## src/rtl/btn_debounce.sv

```systemverilog
// btn_debounce: synchronized, debounced push-button with press strobe, level and long-press flag
module btn_debounce #(
  parameter int SYNC_STAGES     = 2,
  parameter int DEBOUNCE_CYCLES = 4,
  parameter int HOLD_CYCLES     = 100
) (
  input  logic clk,
  input  logic rst,
  input  logic button_raw_i,
  output logic pulse_o,
  output logic level_o,
  output logic held_o
);
  localparam int DW = $clog2(DEBOUNCE_CYCLES + 1);
  localparam int HW = $clog2(HOLD_CYCLES + 1);
  localparam logic [1:0] RELEASED     = 2'd0;
  localparam logic [1:0] PRESS_WAIT   = 2'd1;
  localparam logic [1:0] PRESSED      = 2'd2;
  localparam logic [1:0] RELEASE_WAIT = 2'd3;
  logic [SYNC_STAGES-1:0] sync_ff;
  logic [1:0] state, state_n;
  logic [DW-1:0] db_cnt;
  logic [HW-1:0] hold_cnt;
  logic sync, deb_done, accept;
  assign sync     = sync_ff[SYNC_STAGES-1];
  assign deb_done = db_cnt == DW'(DEBOUNCE_CYCLES - 1);
  assign accept   = state == PRESS_WAIT && state_n == PRESSED;
  assign level_o  = state == PRESSED || state == RELEASE_WAIT;
  assign held_o   = level_o && hold_cnt == HW'(HOLD_CYCLES);
  always_comb begin
    state_n = RELEASED;
    case (state)
      RELEASED:     state_n = sync ? PRESS_WAIT : RELEASED;
      PRESS_WAIT:   state_n = !sync ? RELEASED : deb_done ? PRESSED : PRESS_WAIT;
      PRESSED:      state_n = sync ? PRESSED : RELEASE_WAIT;
      RELEASE_WAIT: state_n = sync ? PRESSED : deb_done ? RELEASED : RELEASE_WAIT;
      default:      state_n = RELEASED;
    endcase
  end
  always_ff @(posedge clk or posedge rst) begin
    if (rst) begin
      sync_ff  <= '0;
      state    <= RELEASED;
      db_cnt   <= '0;
      hold_cnt <= '0;
      pulse_o  <= 1'b0;
    end else begin
      sync_ff  <= {sync_ff[SYNC_STAGES-2:0], button_raw_i};
      state    <= state_n;
      db_cnt   <= (state_n != state) ? '0 : (state == PRESS_WAIT || state == RELEASE_WAIT) ? db_cnt + 1'b1 : db_cnt;
      hold_cnt <= accept ? '0 : (state == PRESSED && hold_cnt != HW'(HOLD_CYCLES)) ? hold_cnt + 1'b1 : hold_cnt;
      pulse_o  <= accept;
    end
  end
endmodule
```

## config.mk

```make
export PLATFORM = sky130hd
export DESIGN_NAME = btn_debounce
export DESIGN_NICKNAME = d
export VERILOG_FILES = /design/src/rtl/btn_debounce.sv
export SDC_FILE = /design/constraint.sdc
export NUM_CORES = 1
export LEC_CHECK = 0
export BUFFER_PORTS_ARGS = -buffer_cell sky130_fd_sc_hd__buf_2
export CORE_MARGIN = 4
export CORE_UTILIZATION = 40
export DETAILED_ROUTE_END_ITERATION = 10
export PLACE_DENSITY_LB_ADDON = 0.08
export SLEW_MARGIN = 20
export SYNTH_ARGS = -nofsm -noshare
export SYNTH_HDL_FRONTEND = slang
export SYNTH_SLANG_ARGS = --single-unit
export TNS_END_PERCENT = 10
```

## constraint.sdc

```tcl
create_clock -name clk -period 1.5 [get_ports clk]
set_input_delay 0.15 -clock clk [delete_from_list [all_inputs] [get_ports clk]]
set_output_delay 0.15 -clock clk [all_outputs]
set_load 0.01 [all_outputs]
```

# [Yosys cells after proc, flatten, opt, wreduce, memory -nomap -nowiden]
# Index checks and enable logic that the tools add are counted.
[word_totals] register_bits=15 rom_bits=0 ram_bits=0 output_inout_bits=3 n_memories=0 wordCells=34 latchBits=0
[op_classes] reduce_logical=8 n_shift=0 multipliers=0 addsub=2 bitwise_logic=0 mux=11 eq_ne=8 n_lt_le_gt_ge=0 div=0
[ops] operator="two-way mux 7 bit" n=2
[ops] operator="two-way mux 2 bit" n=4
[ops] operator="case mux 2 bit (4 select lines)" n=1
[ops] operator="adder 7 x 1 -> 7 bit, second input constant" n=1
[ops] operator="equality test 7 bit, second input constant" n=1
[ops] operator="!= test 7 bit, second input constant" n=1
[ops] operator="equality test 2 bit, second input constant" n=3
[ops] operator="two-way mux 3 bit" n=2
[ops] operator="nonzero test 2 bit" n=2
[ops] operator="adder 3 x 1 -> 3 bit, second input constant" n=1
[ops] operator="equality test 3 x 2 -> 1 bit, second input constant" n=1
[ops] operator="logical AND 1 bit" n=3
[ops] operator="equality test 2 x 1 -> 1 bit, second input constant" n=1
[ops] operator="logical NOT 2 bit" n=1
[ops] operator="logical OR 1 bit" n=2
[ops] operator="two-way mux 1 bit" n=2
[ops] operator="!= test 2 bit" n=1

# [Depth between registers and ports, before layout]
# Gate-level depths: netlist of the first run.
[depth] ltp_word=7 ltp_mapped=5

# [Worst setup path after synthesis of the first run]
# OpenSTA, ideal clock, no wires.
[synth_path] kind="register to register" startpoint="register db_cnt[0]" endpoint="register db_cnt[2]" period_less_slack_ps=1664 arrival_ps=1577 slack_ps=-164 path_stages_with_launch=6 setup_ps=87 required_ps=1413 cell_sequence="dfrtp_1 ha_1 ha_1 or3b_1 mux2_4 a211oi_2"
[synth_between] elab_chain_len=6 word_cells_on_any_way=11 classes_between="1 x add/sub; 2 x eq/ne; 7 x mux; 1 x reduce/logical"
[synth_lines] element="start, declared" line="22" text="logic [DW-1:0] db_cnt;"
[synth_lines] element="start signal, assigned" line="50" text="db_cnt <= (state_n != state) ? '0 : (state == PRESS_WAIT || state == RELEASE_WAIT) ? db_cnt + 1'b1 : db_cnt;"
[synth_lines] element="equality test 3 x 2 -> 1 bit" line="26" text="assign deb_done = db_cnt == DW'(DEBOUNCE_CYCLES - 1);"
[synth_lines] element="two-way mux 2 bit (on tied branches) (2 in series)" line="36, 34"
[synth_lines] element="case mux 2 bit (4 select lines)" line="32" text="case (state)"
[synth_lines] element="!= test 2 bit" line="50"
[synth_lines] element="two-way mux 3 bit or nonzero test 2 bit (tied branches)"
# Several ways; a longest one is shown, not always the timed one. The select of a mux whose other input is x is not followed.
# A chain may end at the register's enable or synchronous reset.

# [Worst setup path in the final report of the first run]
# Same ends and word-level chain as after synthesis.

==> results of run 1 <==
==> synthesized netlist by cell type, drive strengths merged <==
cell / count / area share
a211oi: 2 / 0.025
a21boi: 1 / 0.0094
a21oi: 4 / 0.025
and2b: 1 / 0.011
and3: 1 / 0.0079
and3b: 1 / 0.011
buf: 1 / 0.0063
clkbuf: 2 / 0.022
dfrtp: 15 / 0.47
ha: 5 / 0.079
inv: 6 / 0.028
mux2: 2 / 0.033
mux2i: 4 / 0.050
nand2: 3 / 0.014
nand3b: 1 / 0.025
nand4: 3 / 0.024
nand4bb: 1 / 0.014
nor2: 5 / 0.024
o2111ai: 1 / 0.011
o21ai: 7 / 0.044
or2: 1 / 0.0079
or3: 3 / 0.024
or3b: 1 / 0.011
xnor2: 1 / 0.011
xor2: 1 / 0.011
==> repair_timing <==
action / in CTS / in global routing
gates cloned: 0 / 0
resized for setup: 3 / 8
hold endpoints to repair: 16 / 0
setup endpoints to repair: 5 / 8
buffers inserted: 2 / 0
hold buffers: 2 / 0
pin swaps: 0 / 2
==> report_power, final <==
group / switching (uW) / internal, uW
registers: 129 / 510
logic: 313 / 378
clock network: 130 / 103
==> routing by layer <==
metal  wire (microns)  global-route usage  vias up
met5                0                   0        -
met4               12              0.0511        0
met3               36              0.0342        2
met2              661               0.213        4
met1              724               0.171      272
li1                 -                   -      298
==> worst max path at each step <==
stage,start,slack [ns],end,cells past startpoint
floorplan,db_cnt[0],-0.06,db_cnt[2],5
global placement,db_cnt[1],-0.08,db_cnt[2],5
detailed placement,db_cnt[0],-0.1,db_cnt[2],5
CTS,db_cnt[0],-0.11,db_cnt[2],5
global route,db_cnt[0],-0.20,db_cnt[2],5
finish,db_cnt[0],-0.10,db_cnt[2],5
==> registers in the layout (all words and copies together) (netlist names) <==
name,flops
db_cnt,3
pulse_o,1
state,2
hold_cnt,7
sync_ff,2
==> logic make-up after synthesis <==
family	after synthesis	share of synthesized area
AND/OR/NAND/NOR	21	0.173
AO/OA/AOI/OAI	15	0.115
flip-flops	15	0.472
buffers and inverters	9	0.0566
multiplexers	6	0.0833
adder cells (fa/ha/maj)	5	0.0786
XOR/XNOR	2	0.0220
==> area by class of cell <==
type	instances	area, sq um	area share
multi-input combinational	49	445	0.433
sequential	15	377	0.366
timing repair buffer	18	128	0.124
tap	25	31.3	0.0304
clock buffer	4	26.3	0.0255
inverter	6	22.5	0.0219
==> per-stage QoR <==
step / area, sq um / util / power [uW]
CTS: 1020 / 0.564 / 1550
finish: 1030 / 0.572 / 1560
floorplan: 833 / - / 1110
global placement: 935 / 0.519 / 1250
global route: 1030 / 0.572 / 1710
detailed placement: 935 / 0.519 / 1270
==> implementation parameters, run 1 <==
Parameter                              Value

Cells and area
  Area growth, synth to finish    29.4%
  Most common cell after layout, fill and taps aside    dfrtp_1
  Final net count    101
  Layout cell share with drive strength beyond 1    0.380
  Most used cells in the layout excluding fill and tap cells    dfrtp_1, buf_4, inv_1, buf_2
  Post-route non-filler standard cell count    117
  Filler cell count    176
  Diodes inserted    0

Worst setup path
  R2R cell count    5
  Max stage delay on crit path    0.42 ns
  Data arrival at the endpoint of the critical path    1.80 ns
  Class of the most critical setup path    flip-flop to flip-flop
  Setup crit end kind    flip-flop
  Destination of the worst register-to-register timing path    db_cnt[2]
  Buffering stage count on the worst path with inverters included    0
  Worst Path Required    1.70 ns
  Cell chain of the critical path    ha_4 > ha_4 > or3b_1 > mux2_4 > a211oi_2
  Reg2Reg Launch Point    db_cnt[0]
  Flop2flop setup slack    -0.10 ns
  Crit path launch type    flip-flop
  Library cell contributing the largest single delay on the critical path    dfrtp_1
  Biggest fanout along the worst timing path    3
  Delay-heaviest family, CP    flip-flops
  Critical path's most frequent cell    ha_4

Clock tree
  Clock tree sinks    15
  Max Buffers Root-to-Sink    2
  TritonCTS clock tree    yes
  Clock-pin slew on the worst setup and hold paths    0.09 ns
  Inserted Clock Buffers    3
  CTS root buf    clkbuf_4
  Clock Latency Late Sink    0.28 ns
  Number of H-tree levels    1

Synth
  Post-Synthesis Cells    73
  Flip-flop and latch count after synthesis    15
  Syn. warnings    0
  Synth unique cells    28
  Syn Nets    81
  Share of synthesized area occupied by flip-flops and latches    0.472
  Summed instance area of the synthesized netlist    796 sq um
  Post-synthesis area per instance    10.9 sq um

GRT
  Antenna violations before repair    0
  First-pass GRT wire length    2670 microns
  Remaining global-route overflow    0
  Total Routing Usage GR    0.134
  Vias in the first global route    627
  Maximum number of pins on one net before global-route repair    16

Flow run
  Max-cap viol count    0

Route
  DRT iter0 DRCs    3
  Detailed-route via count    576
  Routed length per placed instance    12.3 microns
  DRC Markers    0
  DR vias/cell    4.92
  DRT antenna net count    0
  Count of TritonRoute iterations in the first routing pass    4
  Routed Wire Length    1430 microns

Outcome
  Violated checks    setup timing
  Run status    complete, but fails checks

Die
  Die Ht    52.6 microns
  Placeable core region    1800 sq um
  Width of the die    52.6 microns
  # rows    15
  Total Die Area    2770 sq um
  IO Pins    6
  Initial core utilization    0.442

Timing
  Total negative slack    -0.311 ns
  Clock Skew    0.00223 ns
  Slew of the pin with the lowest slew margin    0.579 ns
  Min Tclk post-route    1.60 ns
  Slack of the critical path    -0.103 ns
  Highest attainable clock frequency    624 MHz
  Final count of negative-setup-slack endpoints    4
  Worst Hold Slack    0.362 ns
  Final worst-path cycle share    1.07
  Slew Limit Fails    0
  Unrepaired setup endpoints after global routing    true
  Hold Vio Cnt, Final    0
  Slew margin rel.    0.614

Pwr
  VDD IR max    0.000796 V
  Power Density    1520 nW/um^2
  Leakage dissipation    0.000504 uW

Placed design
  Worst slack at placement    -0.0990 ns
  Placed wire-length estimate after detailed placement    1070 microns
  Cells after DPL    109
  RePlAce Congestion    0.677
  Number of port buffers    5

Worst hold path
  Source of the worst hold timing path    sync_ff[0]
  Min-delay worst type    flip-flop to flip-flop
  Worst Hold Depth    0
  End point of the worst hold path    sync_ff[1]
No activity file was read; power rests on OpenSTA's default activity.
==> run 2, diff against run 1 <==
Settings changed: ABC_AREA from default to 1.
==> implementation parameters, run 2 <==
Parameter                              Value

Outcome
  Run status    complete, but fails checks
  Violated checks    setup timing

Cells and area
  Most common cell after layout, fill and taps aside    nand2_1
  Filler cell count    192 (+9.1%)
  Multi-input gate area    494 sq um (+11%)
  Flip-flop count of the largest register, all copies and words added    7 (unchanged)
  Sequential cell area    375 sq um (-0.33%)
  Diodes inserted    0 (unchanged)
  Area growth, synth to finish    25.0%
  Register name with the most flops    hold_cnt
  Registers with the highest flip-flop counts    hold_cnt (7), db_cnt (3)
  Layout cell share with drive strength beyond 1    0.223 (-0.157)
  Final net count    130 (+29%)
  Final core utilization    0.534 (-0.0378)
  Most used cells in the layout excluding fill and tap cells    nand2_1, inv_1, dfrtp_1

GRT
  Remaining global-route overflow    0 (unchanged)
  Antenna violations before repair    0 (unchanged)
  Vias in the first global route    656 (+4.6%)
  First-pass GRT wire length    2880 microns (+8.0%)
  Maximum number of pins on one net before global-route repair    16 (unchanged)
  Total Routing Usage GR    0.141 (+0.00753)

Route
  Count of TritonRoute iterations in the first routing pass    4 (unchanged)
  Detailed-route via count    704 (+22%)
  DR vias/cell    4.76 (-3.4%)
  DRC Markers    0 (unchanged)
  Routed length per placed instance    11.9 microns (-3.0%)
  Routed Wire Length    1760 microns (+23%)
  DRT antenna net count    0 (unchanged)
  DRT iter0 DRCs    11 (+8)

Synth
  Predominant post-synthesis flop cell    dfrtp_1
  Cell with the most instances after synthesis    nand2_1
  Summed instance area of the synthesized netlist    855 sq um (+7.4%)
  Syn Nets    116 (+43%)
  Flip-flop and latch count after synthesis    15 (unchanged)
  Syn. warnings    0 (unchanged)
  Synth top cells by count    nand2_1, inv_1, dfrtp_1, nand3_1, nor2_1
  Cell taking the most area after synthesis    dfrtp_1
  Number of synthesized flops with an enable pin    0 (unchanged)
  Post-synthesis area per instance    7.91 sq um (-27%)
  Post-Synthesis Cells    108 (+48%)
  Post-synthesis async set-or-reset flop share    1.00 (unchanged)
  Area share of the leading cell type in the synthesized netlist    0.439 (-0.0325)
  Share of synthesized area occupied by flip-flops and latches    0.439 (-0.0325)
  Synth unique cells    21 (-25%)
  Largest cells by area after synthesis    dfrtp_1, nand2_1, nand3_1, ha_1, inv_1

Clock tree
  Inserted Clock Buffers    3 (unchanged)
  Clock Latency Late Sink    0.28 ns (about the same)
  Max Buffers Root-to-Sink    2 (unchanged)
  Number of H-tree levels    1 (unchanged)
  Clock tree sinks    15 (unchanged)
  Clock-pin slew on the worst setup and hold paths    0.09 ns (about the same)
  CTS root buf    clkbuf_4
  TritonCTS clock tree    yes

Pwr
  Power Density    1310 nW/um^2 (-14%)
  Leakage dissipation    0.000535 uW (+6.2%)
  VDD IR max    0.000669 V (-16%)

Timing
  Final count of negative-setup-slack endpoints    5 (+1)
  Final worst-path cycle share    1.02 (-0.0449)
  Worst Hold Slack    0.352 ns (-0.00980 ns)
  Slack of the critical path    -0.0355 ns (+0.0673 ns)
  Slew of the pin with the lowest slew margin    0.560 ns (-0.0189 ns)
  Slew Limit Fails    0 (unchanged)
  Min Tclk post-route    1.54 ns (-0.0673 ns)
  Highest attainable clock frequency    651 MHz (+4.4%)
  Hold Vio Cnt, Final    0 (unchanged)
  Clock Skew    0.00793 ns (+0.00571 ns)
  Slew margin rel.    0.626 (+0.0126)
  Unrepaired setup endpoints after global routing    true
  Total negative slack    -0.113 ns (+0.198 ns)

Die
  Die Ht    54.2 microns (+3.1%)
  Total Die Area    2940 sq um (+6.3%)
  # rows    16 (+1)
  Width of the die    54.2 microns (+3.1%)
  IO Pins    6 (unchanged)
  Initial core utilization    0.427 (-0.0148)
  Placeable core region    2000 sq um (+11%)

Worst setup path
  Reg2Reg Launch Point    db_cnt[0]
  R2R cell count    7 (+2)
  Destination of the worst register-to-register timing path    hold_cnt[1]
  Setup crit end kind    flip-flop
  Crit path launch type    flip-flop
  Flop2flop setup slack    -0.04 ns (+0.07 ns)
  Worst Path Required    1.67 ns (-0.03 ns)
  Class of the most critical setup path    flip-flop to flip-flop
  Data arrival at the endpoint of the critical path    1.70 ns (-0.10 ns)
  Biggest fanout along the worst timing path    7 (+4)

Placed design
  RePlAce Congestion    0.797 (+18%)
  Placed wire-length estimate after detailed placement    1140 microns (+6.6%)
  Number of port buffers    5 (unchanged)

Worst hold path
  Source of the worst hold timing path    sync_ff[0]
  Min-delay worst type    flip-flop to flip-flop
  End point of the worst hold path    sync_ff[1]
  Worst Hold Depth    0 (unchanged)

Flow run
  Max-cap viol count    0 (unchanged)
run 2: cell types whose count changed in the layout (fill, tap and decap cells not counted), sizes merged, moves of 3 or more:
cell / before / now
or3: 3 / 0
inv: 6 / 17
buf: 16 / 9
nand2: 3 / 28
nor2: 5 / 8
nand3: 0 / 17
o21ai: 7 / 4
mux2i: 4 / 0
run 2: worst max path at each step:
| stage | cells after the start | slack (ns) | from | endpoint |
|---|---|---|---|---|
| detailed placement | 7 | -0.03 | db_cnt[0] | hold_cnt[0] |
| CTS | 7 | 0.007 | db_cnt[0] | hold_cnt[5] |
| floorplan | 8 | 0.14 | db_cnt[0] | hold_cnt[3] |
| finish | 7 | -0.04 | db_cnt[0] | hold_cnt[1] |
| global route | 7 | -0.14 | db_cnt[1] | hold_cnt[1] |
| global placement | 7 | 0.009 | db_cnt[0] | hold_cnt[0] |
run 2: timing repair:
| action | 4_1_cts | 5_1_grt |
|---|---|---|
| gates resized for setup | 4 | 15 |
| setup buffers | 0 | 1 |
| pin swaps | 2 | 8 |
| hold buffers | 2 | 0 |
| gates cloned | 1 | 0 |
| endpoints found under the setup margin | 5 | 11 |
| endpoints found under the hold margin | 16 | 0 |
run 2: report_power, final:
part,switching (uW),leakage (uW),internal [uW]
Sequential,140,0.000196,494
Clock,122,0.0000150,103
Combinational,306,0.000324,234
Total,567,0.000535,831
run 2: per-stage QoR:
stage / instance area, sq um / total power (uW) / setup slack [ns] / cells
2_1_floorplan: 855 / 902 / 0.145 / 108
3_3_place_gp: 916 / 1030 / 0.00868 / 140
3_5_place_dp: 916 / 1030 / -0.0302 / 140
4_1_cts: 991 / 1290 / 0.00692 / 147
5_1_grt: 1070 / 1530 / -0.138 / 148
6_report: 1070 / 1400 / -0.0355 / 148
run 2: kinds of logic after synthesis:
group,share of synthesized area
buffers and inverters,0.0981
AOI/OAI and AO/OA,0.0439
xor gates and xnor gates,0.0410
DFF,0.439
adders and majority gates,0.0732
and+or+nand+nor,0.305
run 2: final cells by class:
class / instances / area share
well taps: 27 / 0.0316
repair buffers: 11 / 0.0703
flip-flops and latches: 15 / 0.351
clock buffers: 4 / 0.0246
multi-input cells: 74 / 0.463
inverters: 17 / 0.0597
run 2: layer usage:
metal / track usage / routed length [microns]
met5: 0 / 0
met4: 0.0373 / 12
met3: 0.0572 / 79
met2: 0.225 / 892
met1: 0.176 / 775
run 2: worst max-delay path, cell delays in order, from the launching register on:
cell and delay [ns]:
dfrtp_1 0.40, ha_4 0.16, ha_4 0.14, nand2_4 0.06, nor3_4 0.28, nand3_4 0.18
nand2_2 0.12, o21ai_1 0.06
==> run 3, diff against run 2 <==
Settings changed: REMOVE_ABC_BUFFERS from default to 1.
Clock period 1.5 ns to 1.89 ns, I/O delays scaled along.
==> implementation parameters, run 3 (same netlist as run 2, synthesis figures left out) <==
Parameter                              Value

Cells and area
  Most used cells in the layout excluding fill and tap cells    nand2_1, inv_1, nand3_1, dfrtp_1, nor2_1
  Final core utilization    0.469 (-0.0644)
  Flip-flop count of the largest register, all copies and words added    7 (unchanged)
  Diodes inserted    0 (unchanged)
  Area growth, synth to finish    9.96%
  Most common cell after layout, fill and taps aside    nand2_1
  Register name with the most flops    hold_cnt
  Registers with the highest flip-flop counts    hold_cnt (7), db_cnt (3)
  Final net count    125 (-3.8%)
  Layout cell share with drive strength beyond 1    0.112 (-0.111)

Timing
  Min Tclk post-route    1.55 ns
  Highest attainable clock frequency    644 MHz
  Unrepaired setup endpoints after global routing    false
  Total negative slack    0 ns (+0.113 ns)
  Worst Hold Slack    0.364 ns (+0.0121 ns)
  Hold Vio Cnt, Final    0 (unchanged)
  Clock Skew    0.000788 ns (-0.00715 ns)
  Slew margin rel.    0.616 (-0.0102)
  Slack of the critical path    0.338 ns (+0.373 ns)
  Final count of negative-setup-slack endpoints    0 (-5)
  Slew Limit Fails    0 (unchanged)
  Slew of the pin with the lowest slew margin    0.576 ns (+0.0153 ns)
  Final worst-path cycle share    0.821

Pwr
  Power Density    1020 nW/um^2 (-22%)
  VDD IR max    0.000606 V (-9.3%)
  Leakage dissipation    0.000499 uW (-6.9%)

Worst setup path
  Delay-heaviest family, CP    flip-flops
  Cell chain of the critical path    inv_1 > ha_1 > nand4_1 > nor2_1 > buf_2
  Library cell contributing the largest single delay on the critical path    dfrtp_1
  Crit path launch type    flip-flop
  Buffering stage count on the worst path with inverters included    2 (+2)
  Biggest fanout along the worst timing path    4 (-3)
  Worst Path Required    1.70 ns (+0.03 ns)
  Class of the most critical setup path    flip-flop to output pin
  Setup crit end kind    output pin
  Data arrival at the endpoint of the critical path    1.36 ns (-0.34 ns)
  Max stage delay on crit path    0.42 ns (+0.02 ns)

Outcome
  Run status    finished clean

Route
  Routed Wire Length    1430 microns (-19%)
  Count of TritonRoute iterations in the first routing pass    4 (unchanged)
  Detailed-route via count    660 (-6.3%)
  DRT antenna net count    0 (unchanged)
  DR vias/cell    4.62 (-3.0%)
  DRC Markers    0 (unchanged)
  DRT iter0 DRCs    11 (unchanged)
  Routed length per placed instance    10.0 microns (-16%)

Placed design
  Number of port buffers    5 (unchanged)
  Placed wire-length estimate after detailed placement    1100 microns (-3.4%)
  RePlAce Congestion    0.805 (+1.1%)
  Worst slack at placement    0.354 ns (+0.384 ns)

Clock tree
  Number of setup buffers added after CTS    0 (unchanged)
  Post-CTS Resized    0 (-4)
  Clock-pin slew on the worst setup and hold paths    0.08 ns (about the same)
  Max Buffers Root-to-Sink    2 (unchanged)
  Inserted Clock Buffers    3 (unchanged)
  Clock Latency Late Sink    0.28 ns (about the same)
  Clock tree sinks    15 (unchanged)
  Number of H-tree levels    1 (unchanged)
  TritonCTS clock tree    yes
  CTS root buf    clkbuf_4

GRT
  Antenna violations before repair    0 (unchanged)
  Maximum number of pins on one net before global-route repair    16 (unchanged)
  Total Routing Usage GR    0.125 (-0.0166)
  Remaining global-route overflow    0 (unchanged)
  Vias in the first global route    638 (-2.7%)
  First-pass GRT wire length    2540 microns (-12%)

Die
  IO Pins    6 (unchanged)
  Width of the die    54.2 microns (unchanged)
  Initial core utilization    0.427 (unchanged)
  Die Ht    54.2 microns (unchanged)
  Total Die Area    2940 sq um (unchanged)
  Placeable core region    2000 sq um (unchanged)
  # rows    16 (unchanged)

Flow run
  Max-cap viol count    0 (unchanged)

Worst hold path
  Min-delay worst type    flip-flop to flip-flop
[run 3: changes by cell type in the layout (fill, tap and decap cells not counted), sizes merged]
| cell | change |
|---|---|
| buf | -4 |
| nand3 | -1 |
[run 3: final timing paths]
| kind | from | endpoint | slack [ns] | cells after the start |
|---|---|---|---|---|
| max | hold_cnt[0] | held_o | 0.34 | 5 |
| min | sync_ff[0] | sync_ff[1] | 0.36 | 0 |
| max reg2reg | db_cnt[0] | hold_cnt[1] | 0.34 | 7 |
| min reg2reg | sync_ff[0] | sync_ff[1] | 0.36 | 0 |
| max in group asynchronous | rst | pulse_o | 1.02 | 3 |
| min in group asynchronous | rst | db_cnt[0] | 0.50 | 3 |
[run 3: stage by stage]
| step | power [uW] | instance area [sq um] | instances |
|---|---|---|---|
| floorplan | 704 | 835 | 105 |
| CTS | 978 | 940 | 143 |
| global placement | 783 | 893 | 137 |
| detailed placement | 790 | 893 | 137 |
| global route | 1060 | 940 | 143 |
| finish | 961 | 940 | 143 |
[run 3: metal layers]
layer  global-route usage  vias up  share of wire
met5                    0        -              0
met4               0.0456        0         0.0084
met3               0.0572        2          0.053
met2                0.187       12           0.43
met1                0.155      290           0.50
li1                     -      356              -
[run 3: timing repair]
action,in CTS,in global routing
hold endpoints to repair,16,0
setup endpoints to repair,0,0
hold buffers,2,0
[run 3: power by group]
group	switching, uW	leakage, uW	internal [uW]
clock network	97.5	0.0000150	81.9
logic	183	0.000287	117
registers	89.0	0.000196	392
total	370	0.000499	591
[run 3: final cells by class]
class                           instances  area [sq um]
Inverter                               17          63.8
Tap cell                               27          33.8
Sequential cell                        15           375
Fill cell                             208          1060
Multi-Input combinational cell         73           395
Clock buffer                            4          26.3
Timing Repair Buffer                    7          45.0
